--- config.mk ---
export PLATFORM = sky130hd
export DESIGN_NAME = riscv_wb
export DESIGN_NICKNAME = d
export VERILOG_FILES = /design/src/rtl/riscv_wb.sv
export SDC_FILE = /design/constraint.sdc
export NUM_CORES = 2
export LEC_CHECK = 0
export CORE_AREA = 4 4 457 459
export CTS_BUF_LIST = sky130_fd_sc_hd__clkbuf_2
export CTS_CLUSTER_DIAMETER = 200
export CTS_CLUSTER_SIZE = 28
export DETAILED_ROUTE_END_ITERATION = 10
export DIE_AREA = 0 0 461 463
export GPL_TIMING_DRIVEN = 0
export PLACE_DENSITY = 0.5
export SLEW_MARGIN = 25
export SYNTH_ARGS = -nofsm -noshare
export SYNTH_HDL_FRONTEND = slang
export SYNTH_SLANG_ARGS = --single-unit
--- constraint.sdc ---
create_clock -name clk -period 3.4 [get_ports clk]
set_input_delay 0.85 -clock clk [delete_from_list [all_inputs] [get_ports clk]]
set_output_delay 0.85 -clock clk [all_outputs]
set_load 0.02 [all_outputs]
--- src/rtl/riscv_wb.sv ---
// Writeback stage and register file: ALU results are written directly, loads
// go through a request/ack handshake with data memory before writeback.
module riscv_wb #(
  parameter int XLEN    = 32,
  parameter int TIMEOUT = 15
) (
  input  logic            rst,
  input  logic            clk,
  input  logic            ex_valid,
  input  logic [4:0]      rd,
  input  logic [XLEN-1:0] result,
  input  logic [2:0]      funct3,
  input  logic            memfetch,
  output logic            mem_req,
  output logic [XLEN-1:0] mem_addr,
  input  logic            mem_ack,
  input  logic [XLEN-1:0] mem_rdata,
  output logic            stall,
  output logic [XLEN-1:0] regs [32],
  output logic            wb_we,
  output logic [4:0]      wb_rd,
  output logic [XLEN-1:0] wb_data,
  output logic            exception
);

  typedef enum logic {S_IDLE, S_WAIT} state_t;

  state_t          r_state, w_next;
  logic [3:0]      r_cnt;
  logic [4:0]      r_rd;
  logic [2:0]      r_f3;
  logic [1:0]      r_off;
  logic [XLEN-1:0] r_addr;

  logic            w_legal, w_start, w_we, w_exc, w_last;
  logic [4:0]      w_wrd;
  logic [XLEN-1:0] w_wdata, w_load_data;

  function automatic logic load_legal(input logic [2:0] f3, input logic [1:0] off);
    case (f3)
      3'b000, 3'b100: return 1'b1;
      3'b001, 3'b101: return ~off[0];
      3'b010:         return off == 2'b00;
      default:        return 1'b0;
    endcase
  endfunction

  function automatic logic [XLEN-1:0] load_extend(input logic [2:0] f3, input logic [1:0] off,
                                                  input logic [XLEN-1:0] rdata);
    logic [XLEN-1:0] lane;
    lane = rdata >> {off, 3'b000};
    case (f3[1:0])
      2'b00:   return {{(XLEN-8){~f3[2] & lane[7]}}, lane[7:0]};
      2'b01:   return {{(XLEN-16){~f3[2] & lane[15]}}, lane[15:0]};
      default: return lane;
    endcase
  endfunction

  assign w_legal     = load_legal(funct3, result[1:0]);
  assign w_start     = (r_state == S_IDLE) && ex_valid && memfetch && w_legal;
  assign w_last      = (r_cnt == 4'(TIMEOUT - 1));
  assign w_load_data = load_extend(r_f3, r_off, mem_rdata);
  assign mem_addr    = r_addr;

  always_ff @(posedge clk) begin
    if (rst) r_state <= S_IDLE;
    else     r_state <= w_next;
  end

  always_comb begin
    w_next = r_state;
    case (r_state)
      S_IDLE:  if (w_start) w_next = S_WAIT;
      S_WAIT:  if (mem_ack || w_last) w_next = S_IDLE;
      default: w_next = S_IDLE;
    endcase
  end

  always_comb begin
    mem_req = (r_state == S_WAIT);
    stall   = (r_state == S_WAIT);
  end

  // Writeback selection: ALU result from IDLE, extended load data from WAIT
  always_comb begin
    w_we    = 1'b0;
    w_exc   = 1'b0;
    w_wrd   = rd;
    w_wdata = result;
    case (r_state)
      S_IDLE: begin
        if (ex_valid && !memfetch)     w_we  = (rd != 5'd0);
        else if (ex_valid && !w_legal) w_exc = 1'b1;
      end
      S_WAIT: begin
        w_wrd   = r_rd;
        w_wdata = w_load_data;
        if (mem_ack)     w_we  = (r_rd != 5'd0);
        else if (w_last) w_exc = 1'b1;
      end
      default: ;
    endcase
  end

  always_ff @(posedge clk) begin
    if (rst) begin
      for (int i = 0; i < 32; i++) regs[i] <= '0;
      wb_we     <= 1'b0;
      wb_rd     <= '0;
      wb_data   <= '0;
      exception <= 1'b0;
      r_cnt     <= '0;
      r_addr    <= '0;
    end else begin
      if (w_we) begin
        regs[w_wrd] <= w_wdata;
        wb_rd       <= w_wrd;
        wb_data     <= w_wdata;
      end
      wb_we     <= w_we;
      exception <= w_exc;
      if (w_start) begin
        r_cnt  <= '0;
        r_addr <= {result[XLEN-1:2], 2'b00};
      end else if (r_state == S_WAIT && !mem_ack) begin
        r_cnt <= r_cnt + 4'd1;
      end
    end
  end

  // Load descriptor is pure data, captured at load start only
  always_ff @(posedge clk) begin
    if (w_start) begin
      r_rd  <= rd;
      r_f3  <= funct3;
      r_off <= result[1:0];
    end
  end

endmodule

==> flow_summary.ini <==
[place]
detailed_place.area_um2 = 54900
port_buffers = 1170
gp_congestion = 0.879
place.detailed.hpwl_mm = 205
preCtsSetupSlack_ns = -1.41

[cts]
cts_tree = yes
clk_pin_slew_ns = 0.59
clock_tree.buffer_depth = 3
clk-insertion-delay-late_ns = 1.77
htree_num_levels = 2
tritoncts.num_buffers = 47
tritoncts_num_sinks = 1108
clock-root-buffer = clkbuf_2

[grt]
global_route_wire_length_before_repair_mm = 340
grt_util_all_layers_pct = 23.2
pin_count_of_the_biggest_net_entering_global_routing = 29
initial_antenna_violation_count = 38
grt.overflow.total = 0
vias_in_the_first_global_route = 36300

[sta]
setup_slack_ns = -0.0608
setup_viol_count_final = 7
slew_violations = 0
maxClockFrequency_ghz = 0.289
fin_crit_sh_pct = 102
timing.max_slew.rel_slack_pct = 30.4
least_margin_pin_slew_ns = 1.04
post-route-min-period_ns = 3.46
rsz0062_at_grt = true
skew_ns = 0.199
final_setup_tns_ns = -0.282
finalHoldViolCount = 0

[worst_setup_path]
cp-end-kind = register
timing.critical_path.required_ns = 4.95
crit_type = register to register
r2r_start = r_f3[0]
timing.reg2reg.setup_slack_ns = -0.06
timing.rr.end = regs[433]
timing.critical_path.from_type = register
worst-endpoint-arrival_ns = 5.01
crit_fanout = 10
worst_r2r_path_cells = 9

[floorplan]
die-height_um = 463
floorplan.die.width_um = 461
core_area_um2 = 204000
area_of_the_die_um2 = 213000
floorplan.rows = 166
initial_standard_cell_utilization_of_the_core_pct = 19.0
num_io_pins = 1174

[synth]
synth.cell_area_um2 = 38800
synth-async-reset-ratio_pct = 0
synth_edf_count = 10
netlist-cell-type-count = 56
number_of_instances_in_the_synthesized_netlist = 3961
avgSynthCellArea_um2 = 9.79
synth.ff_latch_count = 1108
count_of_yosys_warnings_during_synthesis = 0
sequential_share_of_the_synthesized_area_pct = 57.5
synth-main-ff-cell = dfxtp_1

[power_and_ir_drop]
ir_drop_uv = 273
design_power_total_w = 0.0213
power.static_leakage_nw = 21.1
power-per-cell-area_nw_per_um2 = 370

[detailed_routing]
drt.antenna.violating_nets = 0
dr.first_iter.drc_count = 2680
vias_per_cell = 4.57
avgRoutedWirePerCell_um = 32.1
dr_total_vias = 37000
drt_pass1_iterations = 5
drc_errors = 0
finalWirelength_mm = 260

[finish]
layout_commonest_cell = dfxtp_2
finish.instance_area_um2 = 57500
area_delta_synth_final_pct = 48.2
layout_common_cells = 1030 x dfxtp_2, 1005 x nor2_1, 771 x a211oi_1
layout-drive-gt1-share_pct = 50.5
finish.net_count = 5455

[worst_hold_path]
hold-path-endpoint = wb_data[15]
holdCritStartpoint = mem_rdata[23]
hold_class = primary input to register
holdPathStages = 5

[run_status]
run_status = finished, violations left
failed_checks = setup timing

[flow_run]
max-cap-violations = 0
## worst max-delay path by stage
| stage | startpoint | end | slack (ns) | cells after the start |
|---|---|---|---|---|
| finish | r_f3[0] | regs[433] | -0.06 | 9 |
| global route | mem_req | mem_req | -0.22 | 2 |
| CTS | mem_req | mem_req | -0.26 | 2 |
| detailed placement | rd[0] | regs[404] | -1.41 | 9 |
| global placement | mem_rdata[31] | regs[305] | -3.04 | 7 |
| floorplan | result[1] | r_f3[0] | 0.63 | 6 |
## through the flow
| stage | cells | utilization, % | hold slack, ns |
|---|---|---|---|
| floorplan | 3962 | - | 0.511 |
| global placement | 7820 | 26.3 | 0.445 |
| detailed placement | 7852 | 26.8 | 0.444 |
| CTS | 8039 | 28.5 | 0.00145 |
| global route | 8083 | 28.1 | 0.0630 |
| finish | 8104 | 28.1 | 0.305 |
## logic make-up after synthesis
group           share of synthesized area, %
other cells                          0.00967
buf+inv                                 5.40
mux                                     6.73
flops                                   57.5
compound gates                          18.3
simple gates                            11.9
xor+xnor                              0.0678
fa+ha+maj                             0.0645
## cells in the mapped netlist, drive strengths merged (3+ instances only)
cell type  number  area (um^2)
mux2           17          191
o32ai          30          263
a221oi         25          225
buf           154          862
mux2i         237         2370
inv            34          128
o21ai          14         73.8
nand2          90          338
edfxtp         10          300
and3b           4         35.0
dfxtp        1098        22000
a2111oi        21          269
a211oi        785         5920
clkbuf        293         1100
nor3           14         70.1
o211ai          5         42.5
a21oi          42          210
nor3b           5         47.5
nor2b          33          206
nand2b          6         37.5
nor2         1009         3790
nand3           3         15.0
## registers in the layout (all words and copies together) (netlist names), 2 cells and up
signal / flops
regs: 1024
wb_data: 32
mem_addr: 30
r_rd: 5
wb_rd: 5
r_cnt: 4
r_f3: 3
r_off: 2
## per-layer routing
metal / part of all wire [%] / wire (um) / global-route usage (%) / up-vias
met5: 0.067 / 175 / 0 / -
met2: 46 / 119000 / 38.2 / 1548
met4: 4.4 / 11600 / 8.48 / 24
li1: - / - / - / 16700
met3: 8.2 / 21300 / 6.69 / 322
met1: 41 / 108000 / 28.7 / 18400
## cell type report
class / count / area, um^2
clock inverters: 9 / 116
multi-input cells: 2372 / 15200
repair buffers: 1370 / 12400
flip-flops and latches: 1108 / 23600
fillers: 21900 / 147000
inverters: 35 / 131
well taps: 2688 / 3360
plain buffers: 442 / 2210
diodes: 31 / 77.6
clock buffers: 49 / 245
## critical path: stages (launching register included)
cell and delay, ns:
edfxtp_1 0.47, clkbuf_1 0.35, mux4_2 0.37, nor2_1 0.18, a211oi_4 0.07, buf_4 0.23, a221oi_4 0.56, buf_6 0.26
clkbuf_2 0.60, a211oi_1 0.17
## report_power, final
group / total [W] / leakage [nW] / switching, W / internal, W
combinational: 0.00290 / 11.4 / 0.00207 / 0.000832
sequential: 0.0134 / 9.48 / 0.000115 / 0.0133
clock: 0.00497 / 0.260 / 0.00445 / 0.000517
## repair_timing
item / 4_1_cts / 5_1_grt
endpoints found under the hold margin: 226 / 0
pin swaps: 15 / 3
buffers inserted: 74 / 34
resized for setup: 5350 / 1635
setup endpoints to repair: 2088 / 1059
hold buffers: 60 / 0
(Power assumes the default switching activity.)
